**src/rtl/ysyx_25030077_pkg.sv**
```systemverilog
`default_nettype none
// ============================================================================
//  Module      : ysyx_25030077_pkg
//  Description : Shared definitions for the register file / write-back block:
//                data width, register address width, write-back source
//                select codes, FSM state encoding and load funct3 codes.
//  Revision    : 1.0  - initial release
// ============================================================================
package ysyx_25030077_pkg;

    localparam int XLEN   = 32;
    localparam int REG_AW = 5;

    // Write-back source select
    localparam logic [1:0] WB_SEL_ALU  = 2'd0;
    localparam logic [1:0] WB_SEL_PC4  = 2'd1;
    localparam logic [1:0] WB_SEL_LOAD = 2'd2;
    localparam logic [1:0] WB_SEL_CSR  = 2'd3;

    // Write-back FSM states
    localparam logic [0:0] ST_IDLE    = 1'b0;
    localparam logic [0:0] ST_LD_WAIT = 1'b1;

    // Load funct3 codes; every code not listed returns the full word
    localparam logic [2:0] F3_LB  = 3'd0;
    localparam logic [2:0] F3_LH  = 3'd1;
    localparam logic [2:0] F3_LW  = 3'd2;
    localparam logic [2:0] F3_LBU = 3'd4;
    localparam logic [2:0] F3_LHU = 3'd5;

    // Context of the single outstanding load, captured at accept
    typedef struct packed {
        logic [REG_AW-1:0] rd;
        logic [2:0]        funct3;
        logic [1:0]        addr_lo;
    } ld_ctx_t;

endpackage
`default_nettype wire

```
**src/rtl/ysyx_25030077_LOAD_EXT.sv**
```systemverilog
`default_nettype none
// ============================================================================
//  Module      : ysyx_25030077_LOAD_EXT
//  Description : Combinational load data extraction and extension. Picks the
//                byte / halfword addressed by the low address bits out of the
//                memory word and sign- or zero-extends it to XLEN.
//  Ports       : i_funct3  - load type
//                i_addr_lo - byte offset within the word
//                i_rdata   - raw memory response word
//                o_data    - extended value to write back
//  Revision    : 1.0  - initial release
// ============================================================================
module ysyx_25030077_LOAD_EXT
    import ysyx_25030077_pkg::*;
#(
    parameter int XLEN = ysyx_25030077_pkg::XLEN
) (
    input  logic [2:0]      i_funct3,
    input  logic [1:0]      i_addr_lo,
    input  logic [XLEN-1:0] i_rdata,
    output logic [XLEN-1:0] o_data
);

    logic [7:0]  w_byte;
    logic [15:0] w_half;

    // Byte lane selected by both offset bits, half lane by the upper bit only
    assign w_byte = i_rdata[{i_addr_lo, 3'b000} +: 8];
    assign w_half = i_rdata[{i_addr_lo[1], 4'b0000} +: 16];

    always_comb begin
        o_data = i_rdata;
        case (i_funct3)
            F3_LB:   o_data = {{(XLEN-8){w_byte[7]}}, w_byte};
            F3_LBU:  o_data = {{(XLEN-8){1'b0}}, w_byte};
            F3_LH:   o_data = {{(XLEN-16){w_half[15]}}, w_half};
            F3_LHU:  o_data = {{(XLEN-16){1'b0}}, w_half};
            default: o_data = i_rdata;
        endcase
    end

endmodule
`default_nettype wire

```
**src/rtl/ysyx_25030077_reg_wb.sv**
```systemverilog
`default_nettype none
// ============================================================================
//  Module      : ysyx_25030077_reg_wb
//  Description : Integer register file with write-back stage. Immediate
//                sources (ALU, pc+4, CSR) are written on the accept edge;
//                loads park the FSM in LD_WAIT until the memory response
//                arrives, during which dependent reads report busy.
//  Ports       : clock / reset         - clock, synchronous active-low reset
//                io_rs1/2_addr/data     - combinational read ports (bypassed)
//                io_busy_rs1/2          - source waits on the outstanding load
//                io_wb_valid/ready      - write-back request handshake
//                io_wb_rd/sel           - destination and source select
//                io_alu_result, io_pc_count, io_csr_data - write-back sources
//                io_ld_funct3/addr_lo   - load type and offset (at accept)
//                io_mem_rvalid/rdata/rready - memory load response channel
//                io_spurious            - sticky unexpected-response flag
//  Revision    : 1.0  - initial release
// ============================================================================
module ysyx_25030077_reg_wb
    import ysyx_25030077_pkg::*;
#(
    parameter int XLEN = ysyx_25030077_pkg::XLEN,
    parameter int NREG = 32
) (
    input  logic              clock,
    input  logic              reset,
    input  logic [REG_AW-1:0] io_rs1_addr,
    input  logic [REG_AW-1:0] io_rs2_addr,
    output logic [XLEN-1:0]   io_rs1_data,
    output logic [XLEN-1:0]   io_rs2_data,
    output logic              io_busy_rs1,
    output logic              io_busy_rs2,
    input  logic              io_wb_valid,
    output logic              io_wb_ready,
    input  logic [REG_AW-1:0] io_wb_rd,
    input  logic [1:0]        io_wb_sel,
    input  logic [XLEN-1:0]   io_alu_result,
    input  logic [XLEN-1:0]   io_pc_count,
    input  logic [XLEN-1:0]   io_csr_data,
    input  logic [2:0]        io_ld_funct3,
    input  logic [1:0]        io_ld_addr_lo,
    input  logic              io_mem_rvalid,
    input  logic [XLEN-1:0]   io_mem_rdata,
    output logic              io_mem_rready,
    output logic              io_spurious
);

    logic [0:0]        r_state;
    ld_ctx_t           r_ld;
    logic              r_spurious;
    logic [XLEN-1:0]   r_regs [NREG];

    logic              w_run;
    logic              w_idle;
    logic              w_accept;
    logic              w_resp;
    logic [XLEN-1:0]   w_ld_data;
    logic              w_wen;
    logic              w_wen_nz;
    logic [REG_AW-1:0] w_waddr;
    logic [XLEN-1:0]   w_wdata;

    // reset is active-low: w_run is high whenever the block is out of reset
    assign w_run    = reset;
    assign w_idle   = (r_state == ST_IDLE);
    assign w_accept = w_idle && io_wb_valid;
    assign w_resp   = (r_state == ST_LD_WAIT) && io_mem_rvalid;

    ysyx_25030077_LOAD_EXT #(
        .XLEN (XLEN)
    ) u_load_ext (
        .i_funct3  (r_ld.funct3),
        .i_addr_lo (r_ld.addr_lo),
        .i_rdata   (io_mem_rdata),
        .o_data    (w_ld_data)
    );

    // Single write port. A load response owns the port in LD_WAIT; in IDLE
    // an accepted non-load request writes its selected source.
    always_comb begin
        w_wen   = 1'b0;
        w_waddr = io_wb_rd;
        w_wdata = io_alu_result;
        if (w_resp) begin
            w_wen   = 1'b1;
            w_waddr = r_ld.rd;
            w_wdata = w_ld_data;
        end else if (w_accept && (io_wb_sel != WB_SEL_LOAD)) begin
            w_wen = 1'b1;
            case (io_wb_sel)
                WB_SEL_PC4: w_wdata = io_pc_count + XLEN'(4);
                WB_SEL_CSR: w_wdata = io_csr_data;
                default:    w_wdata = io_alu_result;
            endcase
        end
    end

    // x0 writes are dropped here so neither the array nor the bypass sees them
    assign w_wen_nz = w_run && w_wen && (w_waddr != '0);

    // Reads are combinational with same-cycle write bypass; forced to zero
    // for x0 and while reset is asserted
    assign io_rs1_data = (!w_run || (io_rs1_addr == '0)) ? '0 :
                         (w_wen_nz && (w_waddr == io_rs1_addr)) ? w_wdata :
                         r_regs[io_rs1_addr];
    assign io_rs2_data = (!w_run || (io_rs2_addr == '0)) ? '0 :
                         (w_wen_nz && (w_waddr == io_rs2_addr)) ? w_wdata :
                         r_regs[io_rs2_addr];

    // Busy drops in the response cycle because the bypass already supplies
    // the loaded value then
    assign io_busy_rs1 = w_run && (r_state == ST_LD_WAIT) && !io_mem_rvalid &&
                         (io_rs1_addr == r_ld.rd) && (io_rs1_addr != '0);
    assign io_busy_rs2 = w_run && (r_state == ST_LD_WAIT) && !io_mem_rvalid &&
                         (io_rs2_addr == r_ld.rd) && (io_rs2_addr != '0);

    assign io_wb_ready   = !w_run || w_idle;
    assign io_mem_rready = w_run && (r_state == ST_LD_WAIT);
    assign io_spurious   = r_spurious;

    always_ff @(posedge clock) begin
        if (!reset) begin
            r_state    <= ST_IDLE;
            r_ld       <= '0;
            r_spurious <= 1'b0;
            for (int i = 0; i < NREG; i++) begin
                r_regs[i] <= '0;
            end
        end else begin
            if (w_wen_nz) begin
                r_regs[w_waddr] <= w_wdata;
            end
            case (r_state)
                ST_IDLE: begin
                    if (io_mem_rvalid) begin
                        r_spurious <= 1'b1;
                    end
                    if (w_accept && (io_wb_sel == WB_SEL_LOAD)) begin
                        r_ld    <= '{rd: io_wb_rd, funct3: io_ld_funct3,
                                     addr_lo: io_ld_addr_lo};
                        r_state <= ST_LD_WAIT;
                    end
                end
                ST_LD_WAIT: begin
                    if (io_mem_rvalid) begin
                        r_state <= ST_IDLE;
                    end
                end
                default: r_state <= ST_IDLE;
            endcase
        end
    end

endmodule
`default_nettype wire

```
**config.mk**
```make
export PLATFORM = sky130hd
export DESIGN_NAME = ysyx_25030077_reg_wb
export DESIGN_NICKNAME = d
export VERILOG_FILES = /design/src/rtl/ysyx_25030077_pkg.sv /design/src/rtl/ysyx_25030077_LOAD_EXT.sv /design/src/rtl/ysyx_25030077_reg_wb.sv
export SDC_FILE = /design/constraint.sdc
export NUM_CORES = 2
export LEC_CHECK = 0
export ABC_CLOCK_PERIOD_IN_PS = 4400
export CORE_AREA = 2 2 435 437
export CTS_CLUSTER_SIZE = 16
export DETAILED_ROUTE_END_ITERATION = 8
export DIE_AREA = 0 0 437 439
export HOLD_SLACK_MARGIN = 0.06
export PLACE_DENSITY = 0.54
export SLEW_MARGIN = 30
export SYNTH_ARGS = -nofsm -noshare
export SYNTH_HDL_FRONTEND = slang
export SYNTH_SLANG_ARGS = --single-unit
```
**constraint.sdc**
```tcl
create_clock -name clock -period 4.4 [get_ports clock]
set_input_delay 0.44 -clock clock [delete_from_list [all_inputs] [get_ports clock]]
set_output_delay 0.44 -clock clock [all_outputs]
set_load 0.02 [all_outputs]
```
==> summary.md <==
| Metric | Value |
|---|---|
| Status | `complete, but fails checks` |
| Violated checks | `negative setup slack` |
| Pwr/cell area | `369.4 mW/mm^2` |
| Hold crit path type | `input port to flop` |
| Initial core utilization | `between 20% and 30%` |
| Final Skew | `between 0.02 and 0.025 ns` |
| Hold slack | `between 0.3 and 0.4 ns` |
| Reg2Reg Depth | `7` |
| Die area | `0.1918 mm^2` |
| Die extent in x | `between 400 and 500 um` |
| Clock latency on the worst-skew pair | `0.75 ns` |
| Max Cap Viol | `0` |
| Syn Inst Count | `4358` |
| Post-synth top cells | `nor2_1, edfxtp_1, mux4_2` |
| Period utilisation layout | `102.0%` |
| WP data required | `3.96 ns` |
| IO Count | `~220` |
| Static leakage | `24.00 nW` |
| YS warnings | `0` |
| Cell Area, Synth | `0.05585 mm^2` |
| Final wirelength | `between 200000 and 250000 um` |
| Worst-margin pin slew | `0.9720 ns` |
| Port Buffers | `about 220` |
| Overall power | `between 0.02 and 0.025 W` |
| Vias in the first global route | `between 40k and 50k` |
| Avg WL per Cell | `33.50 um` |
| EDFF count, synth | `around 1k` |
| Area grow syn2layout | `18.18%` |
| Clock tree buffer depth | `3` |
| Post-layout net count | `about 4.7k` |
| Post-synth top area share | `approximately 55%` |
| Share of cells above drive strength 1 | `23.05%` |
| Vert. Die Dim | `around 440 um` |
| Hold depth | `3` |
| Detail Placement HPWL | `~150000 um` |
| R2r setup slk | `between 0.8 and 0.9 ns` |
| CTS Buf Count | `113` |
| # clock sinks | `approximately 1.0k` |
| ANT nets after route | `0` |
| Slew headroom | `a little over a third` |
| Critical Path End Type | `output port` |
| DRC violations left | `0` |
| Largest net degree at the start of global routing | `74` |
| Reg-to-reg endpoint | `r_regs[30][13]` |
| H-tree depth | `3` |
| Grt ovf | `0` |
| 1st-pass router iterations | `8` |
| Biggest area consumer among synthesized cells | `edfxtp_1` |
| Top-count cell post-synth | `nor2_1` |
| Placement Setup Slack | `-0.09907 ns` |
| Max FO, Critical Path | `18` |
| Max-slew violation count | `0` |
| Post-CTS Hold Fix Bufs | `0` |
| Synth top area cells | `edfxtp_1, mux4_2, nor2_1, mux2i_1, a22oi_1` |
| Final Setup Violations | `3` |
| Max Freq | `222.9 MHz` |
| Global-route wire length before repair | `between 300000 and 400000 um` |
| Maximum vdd drop | `0.2846 mV` |
| CTS root buffer | `clkbuf_16` |
| Fin worst setup slack | `-0.08688 ns` |
| Final Util | `between 30% and 40%` |
| Fin crit period | `between 4 and 5 ns` |
| Critical path startpoint category | `flop` |
| Sequential area share after synthesis | `a little under three fifths` |
| Post-synth cell types | `75` |
| Synth Register Bits | `roughly 1.0k` |
| Hold wc startpoint | `io_ld_funct3[1]` |
| Ys async rst share | `0%` |
| Kind of critical path | `flop to output port` |
| Most used DFF post-synth | `edfxtp_1` |
| Vias | `42.53k` |
| Num rows | `159` |
| Unrepaired setup endpoints after global routing | `yes` |
| Clock-pin transition on the worst setup and hold timing paths | `~0.06 ns` |
| Worst R2R Start | `r_state` |
| Avg Vias per Cell | `a little under 6` |
| TritonCTS clock tree | `built` |
| Non-Filler Instances | `a little over 7k` |
| Hold Vio Cnt, Final | `0` |
| Endpoint with the worst hold slack | `r_ld[3]` |
| Placed cells | `6944` |
| Antenna violations before repair | `14` |
| Average cell area after synthesis | `between 10 and 15 um^2` |
| CP arrival | `just over 4 ns` |
| Total GRT Usage | `approximately a quarter` |
| RePlAce Congestion | `about 0.91` |
| Core area | `about 0.19 mm^2` |
| Drt initial violations | `about 6.7k` |
==> final cells by class <==
| class | instances | area (um^2) |
|---|---|---|
| sequential | 1036 | 31000 |
| timing repair buffer | 502 | 4817 |
| clock buffer | 137 | 2918 |
| tap | 2495 | 3122 |
| fill | 18150 | 121000 |
| multi-input combinational | 2883 | 23500 |
| clock inverter | 67 | 505.5 |
| antenna | 9 | 22.52 |
| inverter | 31 | 118.9 |
==> how the worst max path moves through the flow <==
stage	from	to	slack [ns]	cells after the start
floorplan	io_rs1_addr[1]	io_busy_rs1	1.36	8
global placement	io_pc_count[4]	io_rs2_data[19]	-0.14	10
detailed placement	io_mem_rvalid	io_rs2_data[19]	-0.1	8
CTS	r_state	io_rs2_data[22]	-0.009	7
global route	r_ld[9]	io_rs2_data[22]	0.002	5
finish	r_state	io_rs2_data[22]	-0.09	7
==> through the flow <==
stage	instance area (um^2)	TNS (ns)
6_report	66000	-0.1268
5_1_grt	65990	0
4_1_cts	65950	-0.02066
3_5_place_dp	62460	-0.09907
3_3_place_gp	62460	-0.1354
2_1_floorplan	55970	0
==> critical path, stage by stage, from the launching register on <==
cell and delay [ns]:
dfxtp_4 0.45, nand2_2 0.10, buf_4 0.23, mux2i_1 0.13
a221o_1 0.58, a211o_4 0.55, o21ai_1 0.52, clkdlybuf4s50_1 0.72
==> per-layer routing <==
| layer | up-vias | global-route usage, % | routed length [um] |
|---|---|---|---|
| li1 | 16960 | - | - |
| met1 | 22000 | 31.97 | 89970 |
| met2 | 2937 | 38.23 | 109000 |
| met3 | 622 | 5.303 | 26550 |
| met4 | 10 | 12.50 | 14320 |
| met5 | - | 0 | 69 |
==> power breakdown <==
group	switching (W)	internal, W
Clock	0.00413	0.00504
Sequential	0.000219	0.0112
Combinational	0.00237	0.00139
==> placed cells by master (no fill, tap or decap), drive strengths merged, types with 18 or more instances in the layout <==
cell / n
mux2i: 318
buf: 339
xor2: 18
o22ai: 61
a31oi: 19
nand3: 113
a21oi: 123
a22oi: 129
clkdlybuf4s50: 157
mux4: 418
clkinv: 55
o21ai: 80
nand4: 41
conb: 32
edfxtp: 1024
nand2: 212
clkbuf: 137
nor2: 1072
nor3: 31
inv: 35
==> flip-flops by register name, summed over array words and instances (netlist names) <==
register     flops
io_spurious      1
r_ld            10
r_regs        1024
r_state          1
==> kinds of logic after synthesis <==
group	count (synthesis)	share of synthesized area [%]
muxes	745	22.74
buffers and inverters	472	3.605
DFF	1036	55.49
AOI/OAI and AO/OA	506	5.908
other	1	0.006714
adders and majority gates	2	0.04480
and+or+nand+nor	1566	11.74
xor gates and xnor gates	30	0.4704
==> timing repair <==
item | in CTS | in global routing
pin swaps | 1 | 1
setup buffers | 0 | 1
gates cloned | 2 | 0
endpoints found under the setup margin | 15 | 11
gates resized for setup | 11 | 7
(Power assumes the default switching activity.)
